$ cat src/rtl/divider_arbiter.sv
// divider_arbiter: round-robin sharing of a pipelined constant-dividend divider,
// returning each result in issue order, tagged with its requester, with flush/drain.
module divider_arbiter #(
  parameter int M = 4,
  parameter int M_ACTIVE_MIN = 2,
  parameter int SERIES = 5,
  parameter int LAT = 5,
  parameter int NREQ = 4,
  parameter int CW = 3
) (
  input  logic                      clk,
  input  logic                      rstn,
  input  logic [NREQ-1:0]           req,
  input  logic [NREQ*M-1:0]         req_divisor,
  output logic [NREQ-1:0]           ack,
  input  logic                      flush,
  output logic                      flush_done,
  output logic [M-1:0]              div_divisor,
  input  logic [SERIES-1:0]         div_merchant,
  input  logic [M-1:0]              div_remainder,
  output logic                      rsp_valid,
  output logic [$clog2(NREQ)-1:0]   rsp_id,
  output logic [SERIES-1:0]         rsp_merchant,
  output logic [M-1:0]              rsp_remainder,
  output logic                      rsp_err,
  output logic [CW-1:0]             inflight
);
  localparam int IW = $clog2(NREQ);
  localparam logic [1:0] RUN = 2'd0, DRAIN = 2'd1, DONE = 2'd2;
  localparam logic [M-1:0] DMIN = M'(1 << (M_ACTIVE_MIN - 1));
  logic [1:0] state, nxt;
  logic [IW-1:0] ptr, win, j;
  logic found, grant, err;
  logic [M-1:0] sel;
  logic tag_v [LAT+1];
  logic [IW-1:0] tag_id [LAT+1];
  logic tag_err [LAT+1];
  always_comb begin
    win = ptr;
    j = ptr;
    found = 1'b0;
    for (int k = 0; k < NREQ; k++) begin
      j = (j == IW'(NREQ - 1)) ? '0 : j + IW'(1);
      if (!found && req[j]) begin
        win = j;
        found = 1'b1;
      end
    end
  end
  assign grant = rstn && state == RUN && !flush && found;
  assign ack = grant ? NREQ'(1) << win : '0;
  assign sel = req_divisor[win * M +: M];
  assign err = sel < DMIN;
  always_comb
    nxt = state == RUN   ? (flush ? DRAIN : RUN) :
          state == DRAIN ? (!flush ? RUN : inflight == '0 ? DONE : DRAIN) :
                           (flush ? DONE : RUN);
  // the tag tail lines up with the cycle the divider presents that issue's result
  always_ff @(posedge clk) begin
    if (!rstn) begin
      state <= RUN;
      ptr <= IW'(NREQ - 1);
      div_divisor <= '0;
      inflight <= '0;
      flush_done <= 1'b0;
      rsp_valid <= 1'b0;
      rsp_id <= '0;
      rsp_merchant <= '0;
      rsp_remainder <= '0;
      rsp_err <= 1'b0;
      for (int k = 0; k <= LAT; k++) begin
        tag_v[k] <= 1'b0;
        tag_id[k] <= '0;
        tag_err[k] <= 1'b0;
      end
    end else begin
      state <= nxt;
      flush_done <= nxt == DONE;
      if (grant) begin
        ptr <= win;
        div_divisor <= err ? '1 : sel;
      end
      tag_v[0] <= grant;
      tag_id[0] <= win;
      tag_err[0] <= err;
      for (int k = 1; k <= LAT; k++) begin
        tag_v[k] <= tag_v[k-1];
        tag_id[k] <= tag_id[k-1];
        tag_err[k] <= tag_err[k-1];
      end
      rsp_valid <= tag_v[LAT];
      rsp_id <= tag_v[LAT] ? tag_id[LAT] : '0;
      rsp_err <= tag_v[LAT] && tag_err[LAT];
      rsp_merchant <= tag_v[LAT] && !tag_err[LAT] ? div_merchant : '0;
      rsp_remainder <= tag_v[LAT] && !tag_err[LAT] ? div_remainder : '0;
      inflight <= grant == tag_v[LAT] ? inflight : grant ? inflight + CW'(1) : inflight - CW'(1);
    end
  end
endmodule
$ cat config.mk
export PLATFORM = sky130hd
export DESIGN_NAME = divider_arbiter
export DESIGN_NICKNAME = d
export VERILOG_FILES = /design/src/rtl/divider_arbiter.sv
export SDC_FILE = /design/constraint.sdc
export NUM_CORES = 1
export LEC_CHECK = 0
export BUFFER_PORTS_ARGS = -buffer_cell sky130_fd_sc_hd__buf_2
export CAP_MARGIN = 20
export CELL_PAD_IN_SITES_DETAIL_PLACEMENT = 1
export CELL_PAD_IN_SITES_GLOBAL_PLACEMENT = 1
export CORE_MARGIN = 2
export CORE_UTILIZATION = 42
export CTS_CLUSTER_DIAMETER = 40
export CTS_CLUSTER_SIZE = 30
export DETAILED_ROUTE_END_ITERATION = 8
export PLACE_DENSITY = 0.83
export SETUP_SLACK_MARGIN = 0.4
export SYNTH_ARGS = -nofsm -noshare
export SYNTH_HDL_FRONTEND = slang
export SYNTH_SLANG_ARGS = --single-unit
export TNS_END_PERCENT = 20
$ cat constraint.sdc
create_clock -name clk -period 8.9 [get_ports clk]
set_input_delay 0.445 -clock clk [delete_from_list [all_inputs] [get_ports clk]]
set_output_delay 0.445 -clock clk [all_outputs]
set_load 0.02 [all_outputs]
==> results.md <==
- Status: completed
- Reg-to-reg setup timing slack: 4970 ps
- Clock Skews: 3.58 ps
- Cell types with the largest area share after synthesis: sky130_fd_sc_hd__dfxtp_1 (43%), sky130_fd_sc_hd__and2_1 (10%), sky130_fd_sc_hd__mux2i_1 (5.7%)
- Post-CTS Setup Repair Bufs: 0
- Slew at the pin closest to its max-slew limit: 817 ps
- Logic depth of the worst register-to-register path: 9
- Via count of the first global-routing pass: 1,860
- Worst path cell trace: ha_1 > mux2_4 > nor2b_4 > a211oi_4 > mux2i_2 > nand2_1 > nor2_1 > buf_2
- Count of flip-flops with a built-in enable after synthesis: 0
- First DRT Iteration DRCs: 64
- Core area: 0.00520 mm^2
- Dominant delay contributor by cell family on the critical path: multiplexers
- Static Leakage: 1.23 nW
- CP Max Fanout: 24
- Worst Slack Setup Final: 4670 ps
- Number of nets produced by synthesis: 282
- Antenna Cells: 0
- Start point of the worst min-delay path: div_merchant[2]
- Clock buffer count from CTS: 5
- Max Root-Sink Buffers: 2
- Final sum of negative setup slack: 0 ps
- Maximum number of pins on one net before global-route repair: 39
- Wirelength, routed: 4.90 mm
- Clk Tree Root Cell: sky130_fd_sc_hd__clkbuf_8
- Post-layout nets: 330
- Largest area contributor in the netlist: sky130_fd_sc_hd__dfxtp_1
- Count of unique library cells instantiated by Yosys: 58
- Power per unit of standard cell area: 176 mW/mm^2
- Required time of the critical path: 8460 ps
- Row Count: 26
- Slowest cell delay on critical path: 860 ps
- Synth Instances: 248
- Detailed-routing wirelength on met1: 2.26 mm
- Number of failing setup endpoints in the final timing report: 0
- Layout Cell Area excl Fill: 0.00267 mm^2
- RSZ-0062 raised after global routing: false
- Flop and latch count out of synthesis: 49
- Worst R2R End: div_divisor[0]$_SDFFE_PN0P_
- Post-route non-filler standard cell count: 367
- Amount of wire on met3 after detailed routing: 315 um
- Insertion delay to the later sink of the worst-skew pair: 300 ps
- Smallest hold slack: 341 ps
- Remaining Overflow, GRT: 0
- Top-level port count: 57
- Ys Warns: 0
- Hold Path Sink: rsp_merchant[2]$_SDFF_PN0_
- Post-route ant nets: 0
- Uppermost signal routing layer after detailed routing: met4
- Area enclosed by the die boundary: 0.00608 mm^2
- Hold buffer count at cts: 0
- Commonest cells post-synth: sky130_fd_sc_hd__dfxtp_1 (49), sky130_fd_sc_hd__and2_1 (37), sky130_fd_sc_hd__nor2_1 (24)
- Area share of the largest cell type after synthesis: 42.7%
- Ratio of cells with drive above 1 in the final layout: 25.9%
- Share of the clock period used by the worst path: 47.5%
- Number of buffers inserted by port buffering: 56
- Proportion of synthesized flip-flops having asynchronous set or reset: 0%
- Post-Place Setup Slack: 4940 ps
- Number of vias in the routed layout: 1,876
- CTS sink cnt: 49
- Placer congestion estimate: 0.836
- Main flop type after synthesis: sky130_fd_sc_hd__dfxtp_1
- Overall global routing resource usage: 17.4%
- Average wire per standard cell: 13.3 um
- Worst hold path cell count: 2
- Number of H-tree branching levels: 2
- Shortest clock period the worst path allows after layout: 4230 ps
- Initial standard-cell utilization of the core: 44.2%
- Maximum capacitance violations: 0
- Post-Syn Area per Cell: 9.27 um^2
- Clock tree from TritonCTS: done
- Max_slew headroom: 45.5%
- Die W: 78.0 um
- Kind of start point of the critical path: flip-flop
- Total standard cell area after synthesis: 0.00230 mm^2
- Placed Instances: 359
- Hold Crit Class: primary input to flip-flop
- Crit path buffers/inverters: 1
- Fill count: 646
- Register clock-pin slew on the reported worst setup and hold paths: 80 ps
- Most frequent cell after synthesis: sky130_fd_sc_hd__dfxtp_1
- Slowest stage cell on the critical path: sky130_fd_sc_hd__dfxtp_1
- Met2 wire length: 2.23 mm
- Synthesis-to-layout area growth: 16.2%
- Via-to-Cell Ratio: 5.11
- First-pass iteration count of the detailed router: 4
- Number of max-slew violations in the final report: 0
- FMAX: 0.236 GHz
- Overall die height: 78.0 um
- Sequential area share after synthesis: 42.7%
- Peak supply drop: 0.0000826 V
- Initial antenna violation count: 0
- Critical path arrival: 3790 ps
- Final HPWL DP: 3.62 mm
- Crit. End Element: output pin
- Type of the setup path with the least slack: flip-flop to output pin
- Post-cts sizing count: 0
- Area after detailed placement: 0.00259 mm^2
- Global-route wire length before repair: 8.40 mm
- Residual DRC: 0
- Number of hold violations in the final report: 0
- Reg-to-reg critical path startpoint: ptr[0]$_SDFFE_PN1P_
## cell type report
class,count,area [um^2],share of cell area (%)
Tap cell,70,87.6,3.28
Clock inverter,2,10.0,0.375
Multi-Input combinational cell,176,1210,45.2
Inverter,7,26.3,0.984
Timing Repair Buffer,57,288,10.8
Sequential cell,49,981,36.7
Clock buffer,6,72.6,2.72
## through the flow
| stage | util, % | total power [W] |
|---|---|---|
| 3_3_place_gp | 49.7 | 0.000351 |
| 6_report | 51.3 | 0.000470 |
| 5_1_grt | 51.3 | 0.000499 |
| 4_1_cts | 51.3 | 0.000477 |
| 2_1_floorplan | - | 0.000328 |
| 3_5_place_dp | 49.7 | 0.000354 |
## per-layer routing
layer / up-vias / global-route usage (%)
li1: 952 / -
met3: 7 / 5.23
met5: - / 0
met4: 0 / 6.49
met1: 863 / 21.2
met2: 54 / 28.9
## logic make-up (layout without fill, tap and decap cells)
group / count (synthesis) / in the layout / share of synthesized area, %
compound gates: 41 / 41 / 14.5
xor+xnor: 4 / 4 / 1.52
fa+ha+maj: 2 / 2 / 1.42
buf+inv: 23 / 72 / 4.84
flops: 49 / 49 / 42.7
mux: 20 / 20 / 9.36
simple gates: 109 / 109 / 25.7
## power breakdown
| part | switching, W | internal (W) |
|---|---|---|
| logic | 0.0000622 | 0.0000509 |
| registers | 0.00000678 | 0.000228 |
| clock network | 0.0000677 | 0.0000545 |
## placed cells by master, fill, tap and decap left out, drive strengths merged, types with 3 or more instances in the layout
cell type | Yosys | final
nor2 | 24 | 24
a211oi | 4 | 4
dfxtp | 49 | 49
clkbuf | 7 | 6
nand2 | 16 | 16
a21oi | 3 | 3
nand3 | 4 | 4
o21ai | 6 | 6
nor2b | 4 | 4
xnor2 | 3 | 3
mux2 | 6 | 6
nor3 | 6 | 6
buf | 9 | 57
mux2i | 14 | 14
and2 | 37 | 37
and3 | 4 | 4
clkinv | 1 | 3
inv | 6 | 6
a211o | 3 | 3
o221a | 3 | 3
## registers in the layout, indices dropped and copies added (netlist names)
name / flops
tag_id: 12
rsp_merchant: 5
inflight: 3
state: 2
ptr: 2
tag_err: 6
flush_done: 1
rsp_valid: 1
tag_v: 6
div_divisor: 4
rsp_remainder: 4
rsp_err: 1
rsp_id: 2
## worst max path at each step
| stage | startpoint | end | slack [ps] | cells after the start |
|---|---|---|---|---|
| floorplan | ptr[0]$_SDFFE_PN1P_ | ack[2] | 5760 | 10 |
| global placement | ptr[0]$_SDFFE_PN1P_ | div_divisor[0]$_SDFFE_PN0P_ | 5070 | 9 |
| detailed placement | ptr[0]$_SDFFE_PN1P_ | div_divisor[0]$_SDFFE_PN0P_ | 4940 | 9 |
| CTS | ptr[0]$_SDFFE_PN1P_ | ack[1] | 4630 | 8 |
| global route | ptr[0]$_SDFFE_PN1P_ | ack[1] | 4340 | 8 |
| finish | ptr[0]$_SDFFE_PN1P_ | ack[1] | 4670 | 8 |
Note: power is estimated with default switching activity, not from simulation.
